$ cat config.mk
export PLATFORM = sky130hd
export DESIGN_NAME = irq_conditioner
export DESIGN_NICKNAME = d
export VERILOG_FILES = /design/src/rtl/irq_cond_pkg.sv /design/src/rtl/irq_line_cond.sv /design/src/rtl/irq_conditioner.sv
export SDC_FILE = /design/constraint.sdc
export NUM_CORES = 1
export LEC_CHECK = 0
export ABC_AREA = 1
export CAP_MARGIN = 30
export CORE_UTILIZATION = 30
export CTS_CLUSTER_DIAMETER = 30
export DETAILED_ROUTE_END_ITERATION = 16
export PLACE_DENSITY = 0.71
export REMOVE_ABC_BUFFERS = 1
export SETUP_SLACK_MARGIN = 0.3
export SYNTH_ARGS = -nofsm -noshare
export SYNTH_HDL_FRONTEND = slang
export SYNTH_SLANG_ARGS = --single-unit
$ cat constraint.sdc
create_clock -name clk -period 1.12 [get_ports clk]
set_clock_uncertainty 0.2 [all_clocks]
set_input_delay 0.224 -clock clk [delete_from_list [all_inputs] [get_ports clk]]
set_output_delay 0.224 -clock clk [all_outputs]
set_load 0.005 [all_outputs]
$ cat src/rtl/irq_cond_pkg.sv
// Shared definitions for the interrupt conditioner.
// Contents:
//   REG_MODE / REG_ENABLE / REG_PENDING / REG_RAW - word addresses of the
//                                                    register window
//   NUM_IRQ_DEFAULT                               - interrupt width that
//                                                    matches the CP0 input
//   DATA_W                                        - data bus width
package irq_cond_pkg;

    localparam int unsigned NUM_IRQ_DEFAULT = 6;
    localparam int unsigned DATA_W          = 32;

    localparam logic [1:0] REG_MODE    = 2'd0;
    localparam logic [1:0] REG_ENABLE  = 2'd1;
    localparam logic [1:0] REG_PENDING = 2'd2;
    localparam logic [1:0] REG_RAW     = 2'd3;

endpackage : irq_cond_pkg

$ cat src/rtl/irq_line_cond.sv
// Conditioning for a single interrupt line: input synchroniser, optional
// debounce filter, previous-sample edge detector and the pending bit.
// Optional feature: define IRQ_DEBOUNCE_EN to insert a stability counter
// between the synchroniser and the edge/level logic.
// Ports:
//   clk        - system clock
//   rst        - synchronous reset, active-high
//   irq_i      - asynchronous raw request
//   mode_i     - 1 = edge mode, 0 = level mode (current register value)
//   clear_i    - write-1-to-clear strobe for this line's pending bit
//   mode_chg_i - this line's mode is being changed this cycle
//   s_o        - synchronised request (last synchroniser stage)
//   pending_o  - pending state
module irq_line_cond #(
    parameter int unsigned SYNC_STAGES     = 2,
    parameter int unsigned DEBOUNCE_CYCLES = 4
) (
    input  logic clk,
    input  logic rst,
    input  logic irq_i,
    input  logic mode_i,
    input  logic clear_i,
    input  logic mode_chg_i,
    output logic s_o,
    output logic pending_o
);

    logic [SYNC_STAGES-1:0] sync_q;
    logic                   f;
    logic                   prev_q;
    logic                   pending_q, pending_d;

    // NOTE: sequential state uses non-blocking assignments so every flop
    // samples the pre-edge value of its neighbour; blocking here would
    // collapse the synchroniser chain into a single stage.
    always_ff @(posedge clk) begin
        if (rst) begin
            sync_q <= '0;
        end else begin
            sync_q <= {sync_q[SYNC_STAGES-2:0], irq_i};
        end
    end

    assign s_o = sync_q[SYNC_STAGES-1];

`ifdef IRQ_DEBOUNCE_EN
    localparam logic [7:0] DB_LAST = 8'(DEBOUNCE_CYCLES - 1);

    logic       f_q, f_d;
    logic [7:0] cnt_q, cnt_d;

    // The counter measures how long s has disagreed with the filtered
    // level; any agreement restarts the count.
    // NOTE: every signal written in this block gets a default first so
    // no path leaves it unassigned, which would infer a latch.
    always_comb begin
        f_d   = f_q;
        cnt_d = '0;
        if (s_o != f_q) begin
            if (cnt_q == DB_LAST) begin
                f_d = s_o;
            end else begin
                cnt_d = cnt_q + 8'd1;
            end
        end
    end

    always_ff @(posedge clk) begin
        if (rst) begin
            f_q   <= 1'b0;
            cnt_q <= '0;
        end else begin
            f_q   <= f_d;
            cnt_q <= cnt_d;
        end
    end

    assign f = f_q;
`else
    assign f = s_o;
`endif

    // A mode change wipes the bit so stale state from the old rule never
    // leaks into the new one. In edge mode a fresh edge beats a
    // simultaneous clear so the new event is not lost.
    always_comb begin
        pending_d = pending_q;
        if (mode_chg_i) begin
            pending_d = 1'b0;
        end else if (mode_i) begin
            if (f & ~prev_q) begin
                pending_d = 1'b1;
            end else if (clear_i) begin
                pending_d = 1'b0;
            end
        end else begin
            pending_d = f;
        end
    end

    always_ff @(posedge clk) begin
        if (rst) begin
            prev_q    <= 1'b0;
            pending_q <= 1'b0;
        end else begin
            prev_q    <= f;
            pending_q <= pending_d;
        end
    end

    assign pending_o = pending_q;

endmodule : irq_line_cond

$ cat src/rtl/irq_conditioner.sv
// Interrupt conditioner in front of the CP0 interrupt input. Each line is
// synchronised, processed in edge or level mode, latched as pending,
// masked by ENABLE and registered onto irq_out.
// Optional feature: define IRQ_DEBOUNCE_EN to debounce each line for
// DEBOUNCE_CYCLES clocks after the synchroniser.
// Ports:
//   clk     - system clock
//   rst     - synchronous reset, active-high
//   irq_in  - asynchronous raw interrupt requests
//   we      - register write strobe
//   addr    - register select: 0 MODE, 1 ENABLE, 2 PENDING (W1C), 3 RAW
//   wd      - write data, low NUM_IRQ bits used
//   rd      - combinational read data for addr, upper bits zero
//   irq_out - registered interrupt vector to CP0
module irq_conditioner
    import irq_cond_pkg::*;
#(
    parameter int unsigned NUM_IRQ         = NUM_IRQ_DEFAULT,
    parameter int unsigned SYNC_STAGES     = 2,
    parameter int unsigned DEBOUNCE_CYCLES = 4
) (
    input  logic               clk,
    input  logic               rst,
    input  logic [NUM_IRQ-1:0] irq_in,
    input  logic               we,
    input  logic [1:0]         addr,
    input  logic [DATA_W-1:0]  wd,
    output logic [DATA_W-1:0]  rd,
    output logic [NUM_IRQ-1:0] irq_out
);

    if (SYNC_STAGES < 2 || DEBOUNCE_CYCLES < 1 || DEBOUNCE_CYCLES > 255) begin : g_bad_param
        $error("irq_conditioner: SYNC_STAGES must be >= 2 and DEBOUNCE_CYCLES 1..255");
    end

    logic [NUM_IRQ-1:0] mode_q, mode_d;
    logic [NUM_IRQ-1:0] enable_q, enable_d;
    logic [NUM_IRQ-1:0] irq_out_q;
    logic [NUM_IRQ-1:0] mode_chg;
    logic [NUM_IRQ-1:0] clear;
    logic [NUM_IRQ-1:0] s;
    logic [NUM_IRQ-1:0] pending;
    logic [NUM_IRQ-1:0] wd_lo;
    logic               unused_wd_hi;

    assign wd_lo        = wd[NUM_IRQ-1:0];
    assign unused_wd_hi = ^wd[DATA_W-1:NUM_IRQ];

    // Write decode. A MODE write flags only the lines whose mode actually
    // flips; RAW is read-only so writes to it fall through to no effect.
    always_comb begin
        mode_d   = mode_q;
        enable_d = enable_q;
        mode_chg = '0;
        clear    = '0;
        if (we) begin
            case (addr)
                REG_MODE: begin
                    mode_d   = wd_lo;
                    mode_chg = wd_lo ^ mode_q;
                end
                REG_ENABLE:  enable_d = wd_lo;
                REG_PENDING: clear    = wd_lo;
                default: ;
            endcase
        end
    end

    always_ff @(posedge clk) begin
        if (rst) begin
            mode_q    <= '0;
            enable_q  <= '0;
            irq_out_q <= '0;
        end else begin
            mode_q    <= mode_d;
            enable_q  <= enable_d;
            irq_out_q <= pending & enable_q;
        end
    end

    for (genvar i = 0; i < NUM_IRQ; i++) begin : g_line
        irq_line_cond #(
            .SYNC_STAGES     (SYNC_STAGES),
            .DEBOUNCE_CYCLES (DEBOUNCE_CYCLES)
        ) u_line (
            .clk        (clk),
            .rst        (rst),
            .irq_i      (irq_in[i]),
            .mode_i     (mode_q[i]),
            .clear_i    (clear[i]),
            .mode_chg_i (mode_chg[i]),
            .s_o        (s[i]),
            .pending_o  (pending[i])
        );
    end

    always_comb begin
        rd = '0;
        case (addr)
            REG_MODE:    rd[NUM_IRQ-1:0] = mode_q;
            REG_ENABLE:  rd[NUM_IRQ-1:0] = enable_q;
            REG_PENDING: rd[NUM_IRQ-1:0] = pending;
            default:     rd[NUM_IRQ-1:0] = s;
        endcase
    end

    assign irq_out = irq_out_q;

endmodule : irq_conditioner
# After elaboration in Yosys (flattened, before gate mapping)
# Index checks and enable logic that the tools add are counted.
# Widths: inputs -> output; s select.
[word_totals]
ff_bits = 42
out_inout_bits = 38
wordCells = 75
[classes]
eq_ne = 8
muxes = 23
bitwise_logic = 14
n_reduce_logical = 9
[ops]
columns = ["operator", "n"]
rows = [
  ["$mux 6", 4],
  ["$mux 1", 18],
  ["$ne 3x1->1 const B", 6],
  ["$pmux 6 s3", 1],
  ["$reduce_or 2->1", 6],
  ["$and 1x1->1", 6],
  ["$and 6x6->6", 1],
  ["$not 1->1", 6],
  ["$xor 6x6->6", 1],
  ["$reduce_and 2->1", 2],
  ["$eq 2x1->1 const B", 1],
  ["$eq 2x2->1 const B", 1],
  ["$logic_not 2->1", 1],
]

# Logic depth before layout (Yosys ltp)
[logic_depth]
word_depth = 6
mapped_depth = 7
depth_no_buf = 6

# By module
# A second synthesis with hierarchy kept.
[unflattened]
cells_unflattened = 275
hier_area_um2 = 2033.2
[by_module_without_submodules]
columns = ["mod", "n_inst", "cells_per_inst", "area_each_um2", "seq_area_each_um2"]
rows = [
  ["irq_conditioner", 1, 179, 1229.9, 360.3],
  ["irq_line_cond", 6, 16, 133.9, 80.1],
]

# Worst setup path after synthesis
# OpenSTA, ideal clock, no wires.
[synth_timing]
kind = "in2reg"
start = "input addr[0]"
end = "register g_line[0].u_line.pending_q"
t_arrival_ps = 771
t_required_ps = 808
slack_ps = 37
cell_stages = 7
path_buffers = 1
path_cell_list = "nor2_4 nand2_4 inv_4 buf_8 nand2_2 nand2_1 nor2_1"
[synth_between]
elab_chain_cells = 4
[synth_rtl]
columns = ["item", "line_no", "text"]
rows = [
  ["start: declaration", "irq_conditioner.sv:26", "input logic [1:0] addr,"],
  ["$eq 2x2->1 / $logic_not 2->1 (equally long branches)", "irq_conditioner.sv:57", "case (addr)"],
  ["$mux 6", "irq_conditioner.sv:57", ""],
  ["$mux 6", "irq_conditioner.sv:56", "if (we) begin"],
  ["$ne 3x1->1 (no source line) / $reduce_or 2->1 (equally long branches)", "n/a", ""],
  ["end signal: assignment", "irq_line_cond.sv:107", "pending_q <= pending_d;"],
  ["end: declaration", "irq_line_cond.sv:31", "logic pending_q, pending_d;"],
]
# Parallel ways exist; a longest one is shown, timed or not.
# A chain may end at the register's enable or synchronous reset.

# Final worst setup path
[layout_timing]
start = "input addr[1]"
end = "output rd[5]"
[layout_between]
elab_chain_cells = 2
[layout_rtl]
columns = ["item", "line_no", "text"]
rows = [
  ["$eq 2x2->1 (tied with other cells)", "irq_conditioner.sv:99", "case (addr)"],
  ["$pmux 6 s3 (*)", "irq_conditioner.sv:99", ""],
  ["end: declaration", "irq_conditioner.sv:28", "output logic [DATA_W-1:0] rd,"],
]
# Mark *: on every way between the ends. The rest lies on a longest branch, timed or not.

==> impl_metrics.py <==
metrics = {
    "floorplanning": {
        "ioPinCount": 81,
        "dieArea_mm2": 0.00701,
        "fp-row-count": 29,
        "start_util": 0.314,
        "dieWidth_um": 83.7,
        "core_mm2": 0.00639,
        "fp.dieH_um": 83.7,
    },
    "placed_design": {
        "dpl.hpwl_um": 3080,
        "io_buffers": 28,
        "finalWeightedCongestion": 0.824,
        "dp_cells": 417,
    },
    "clock_tree": {
        "cts_tree": "done",
        "clk_path_buf_depth": 2,
        "clk_pin_slew_worst_paths_ns": 0.08,
        "cts-htree-levels": 2,
        "insertion_delay_ns": 0.29,
        "cts_root_buf": "clkbuf_8",
        "cts.sinks": 42,
        "hold_buffers": 0,
        "numCtsBuffers": 5,
    },
    "final_layout": {
        "fin_cells": 444,
        "diodes": 0,
        "nets": 409,
        "fin_util": 0.457,
        "area_growth_pct": 45.6,
        "drive_gt1_frac": 0.390,
        "fillers": 635,
    },
    "global_routing": {
        "antenna_found_initial": 0,
        "grt_usage": 0.138,
        "grt_max_degree": 16,
        "grt_pass1_vias": 1729,
        "gr-total-overflow": 0,
        "grt_pass1_wl_um": 7590,
    },
    "setup_path": {
        "cp_max_fo": 4,
        "end_kind": "output port",
        "start_kind": "input port",
        "required_ns": 0.70,
        "critPathKind": "input port to output port",
        "r2r_setup_slack_ns": -0.01,
        "crit_arrival_ns": 1.04,
    },
    "logic_synthesis": {
        "avgSynthCellArea_um2": 6.96,
        "ys_types": 20,
        "synth_edf_count": 0,
        "synth_top_area_cell": "dfxtp_1",
        "ys_seq_area_frac": 0.419,
        "synthDominantCellAreaShare": 0.419,
        "synthTopCellsByCount": "nand2_1, nor2_1, dfxtp_1",
        "synth_most_common_cell": "nand2_1",
        "ys_seq_elements": 42,
        "synth_flop_cell": "dfxtp_1",
        "synthesis.area_mm2": 0.00200,
        "async_flop_share": 0,
        "synthCells": 288,
        "synth_area_leaders": "dfxtp_1, nand2_1, buf_4, nor2_1, inv_1",
        "yosysWarnings": 0,
    },
    "timing": {
        "setup_viol": 30,
        "fin_setup_tns_ns": -3.92,
        "max_freq_ghz": 0.682,
        "slew_violations": 0,
        "hold_viol": 0,
        "final.period_utilization": 1.31,
        "whs_ns": 0.203,
        "layout_setup_ws_ns": -0.346,
        "fin_crit_ns": 1.47,
        "rsz0062_at_grt": "true",
    },
    "pwr": {
        "power_mw": 3.12,
        "p_per_area_mw_per_mm2": 1070,
        "leakagePower_nw": 1.48,
        "irDropWorstVdd_v": 0.000636,
    },
    "route": {
        "first_iter_violations": 76,
        "drt_pass1_iterations": 4,
        "vias": 1869,
        "post-route-drc-count": 0,
        "routed_wl_um": 4740,
        "viasPerCell": 4.21,
        "ant_nets": 0,
        "routedWlPerCell_um": 10.7,
    },
    "run_status": {
        "violations": "setup timing",
        "outcome": "finished with violations",
    },
    "flow_run": {
        "maxCapViolations": 0,
    },
    "hold_path": {
        "hold_class": "flip-flop to flip-flop",
    },
}
[registers in the layout (all words and copies together) (netlist names)]
| signal | cells |
|---|---|
| g_line.u_line.prev_q | 6 |
| enable_q | 6 |
| mode_q | 6 |
| irq_out | 6 |
| g_line.u_line.pending_o | 6 |
| g_line.u_line.sync_q | 12 |
[through the flow]
stage	setup WS, ns	cell area (um^2)
global route	-0.380	2920
finish	-0.346	2920
floorplan	-0.0618	1840
CTS	-0.336	2850
detailed placement	-1.21	2460
global placement	-1.14	2460
[cell families after synthesis]
group	count (synthesis)	share of synthesized area
other	1	0.00187
AOI/OAI and AO/OA	24	0.0674
buffers and inverters	75	0.207
DFF	42	0.419
and+or+nand+nor	146	0.305
[per-layer routing]
| layer | global-route usage | vias to the layer above | share of wire |
|---|---|---|---|
| met5 | 0 | - | 0 |
| met3 | 0.0386 | 12 | 0.062 |
| li1 | - | 960 | - |
| met2 | 0.231 | 47 | 0.49 |
| met1 | 0.166 | 850 | 0.42 |
| met4 | 0.0555 | 0 | 0.024 |
[where the power goes]
part	internal (mW)	switching, mW	leakage, nW
clock network	0.498	0.513	0.0482
registers	1.55	0.0269	0.352
logic	0.261	0.273	1.08
[final timing paths]
kind	startpoint	to	depth (start not counted)
setup / recovery	addr[1]	rd[5]	8
hold / removal	g_line[1].u_line.sync_q[0]	g_line[1].u_line.sync_q[1]	2
setup reg to reg	mode_q[4]	g_line[4].u_line.pending_o	7
hold reg to reg	g_line[1].u_line.sync_q[0]	g_line[1].u_line.sync_q[1]	2
[worst max-delay path, cell delays in order]
cell	delay (ns)
buf_8	0.10
buf_6	0.11
nor2_4	0.15
buf_6	0.13
buf_6	0.09
nand2_2	0.03
nand4_1	0.08
buf_2	0.12
[repair_timing]
item / 4_1_cts / 5_1_grt
endpoints found under the setup margin: 54 / 36
resized for setup: 153 / 21
pin swaps: 21 / 14
gates cloned: 2 / 0
buffers inserted: 16 / 1
[layout by cell type (no fill, tap or decap), types with 2 or more instances in the layout]
| cell | instances |
|---|---|
| clkdlybuf4s15_2 | 2 |
| inv_2 | 3 |
| nor2_4 | 3 |
| inv_1 | 38 |
| nand2_1 | 54 |
| dfxtp_1 | 22 |
| buf_4 | 15 |
| buf_6 | 37 |
| nor2_2 | 4 |
| dfxtp_2 | 20 |
| nand2_2 | 26 |
| dlygate4sd2_1 | 5 |
| o21ai_2 | 6 |
| nand4_1 | 6 |
| a21oi_2 | 4 |
| nor2_1 | 51 |
| clkdlybuf4s50_1 | 7 |
| conb_1 | 26 |
| clkbuf_8 | 6 |
| nand2_8 | 2 |
| buf_2 | 11 |
| a21oi_1 | 14 |
[area by class of cell]
type / instances / area (um^2) / area share
repair buffers: 78 / 736 / 0.252
clock buffers: 7 / 86.3 / 0.0296
inverters: 42 / 170 / 0.0583
repair inverters: 1 / 11.3 / 0.00386
clock inverters: 1 / 5.00 / 0.00171
well taps: 77 / 96.3 / 0.0330
multi-input cells: 196 / 948 / 0.325
flip-flops and latches: 42 / 866 / 0.297
Note: power is estimated with default switching activity, not from simulation.
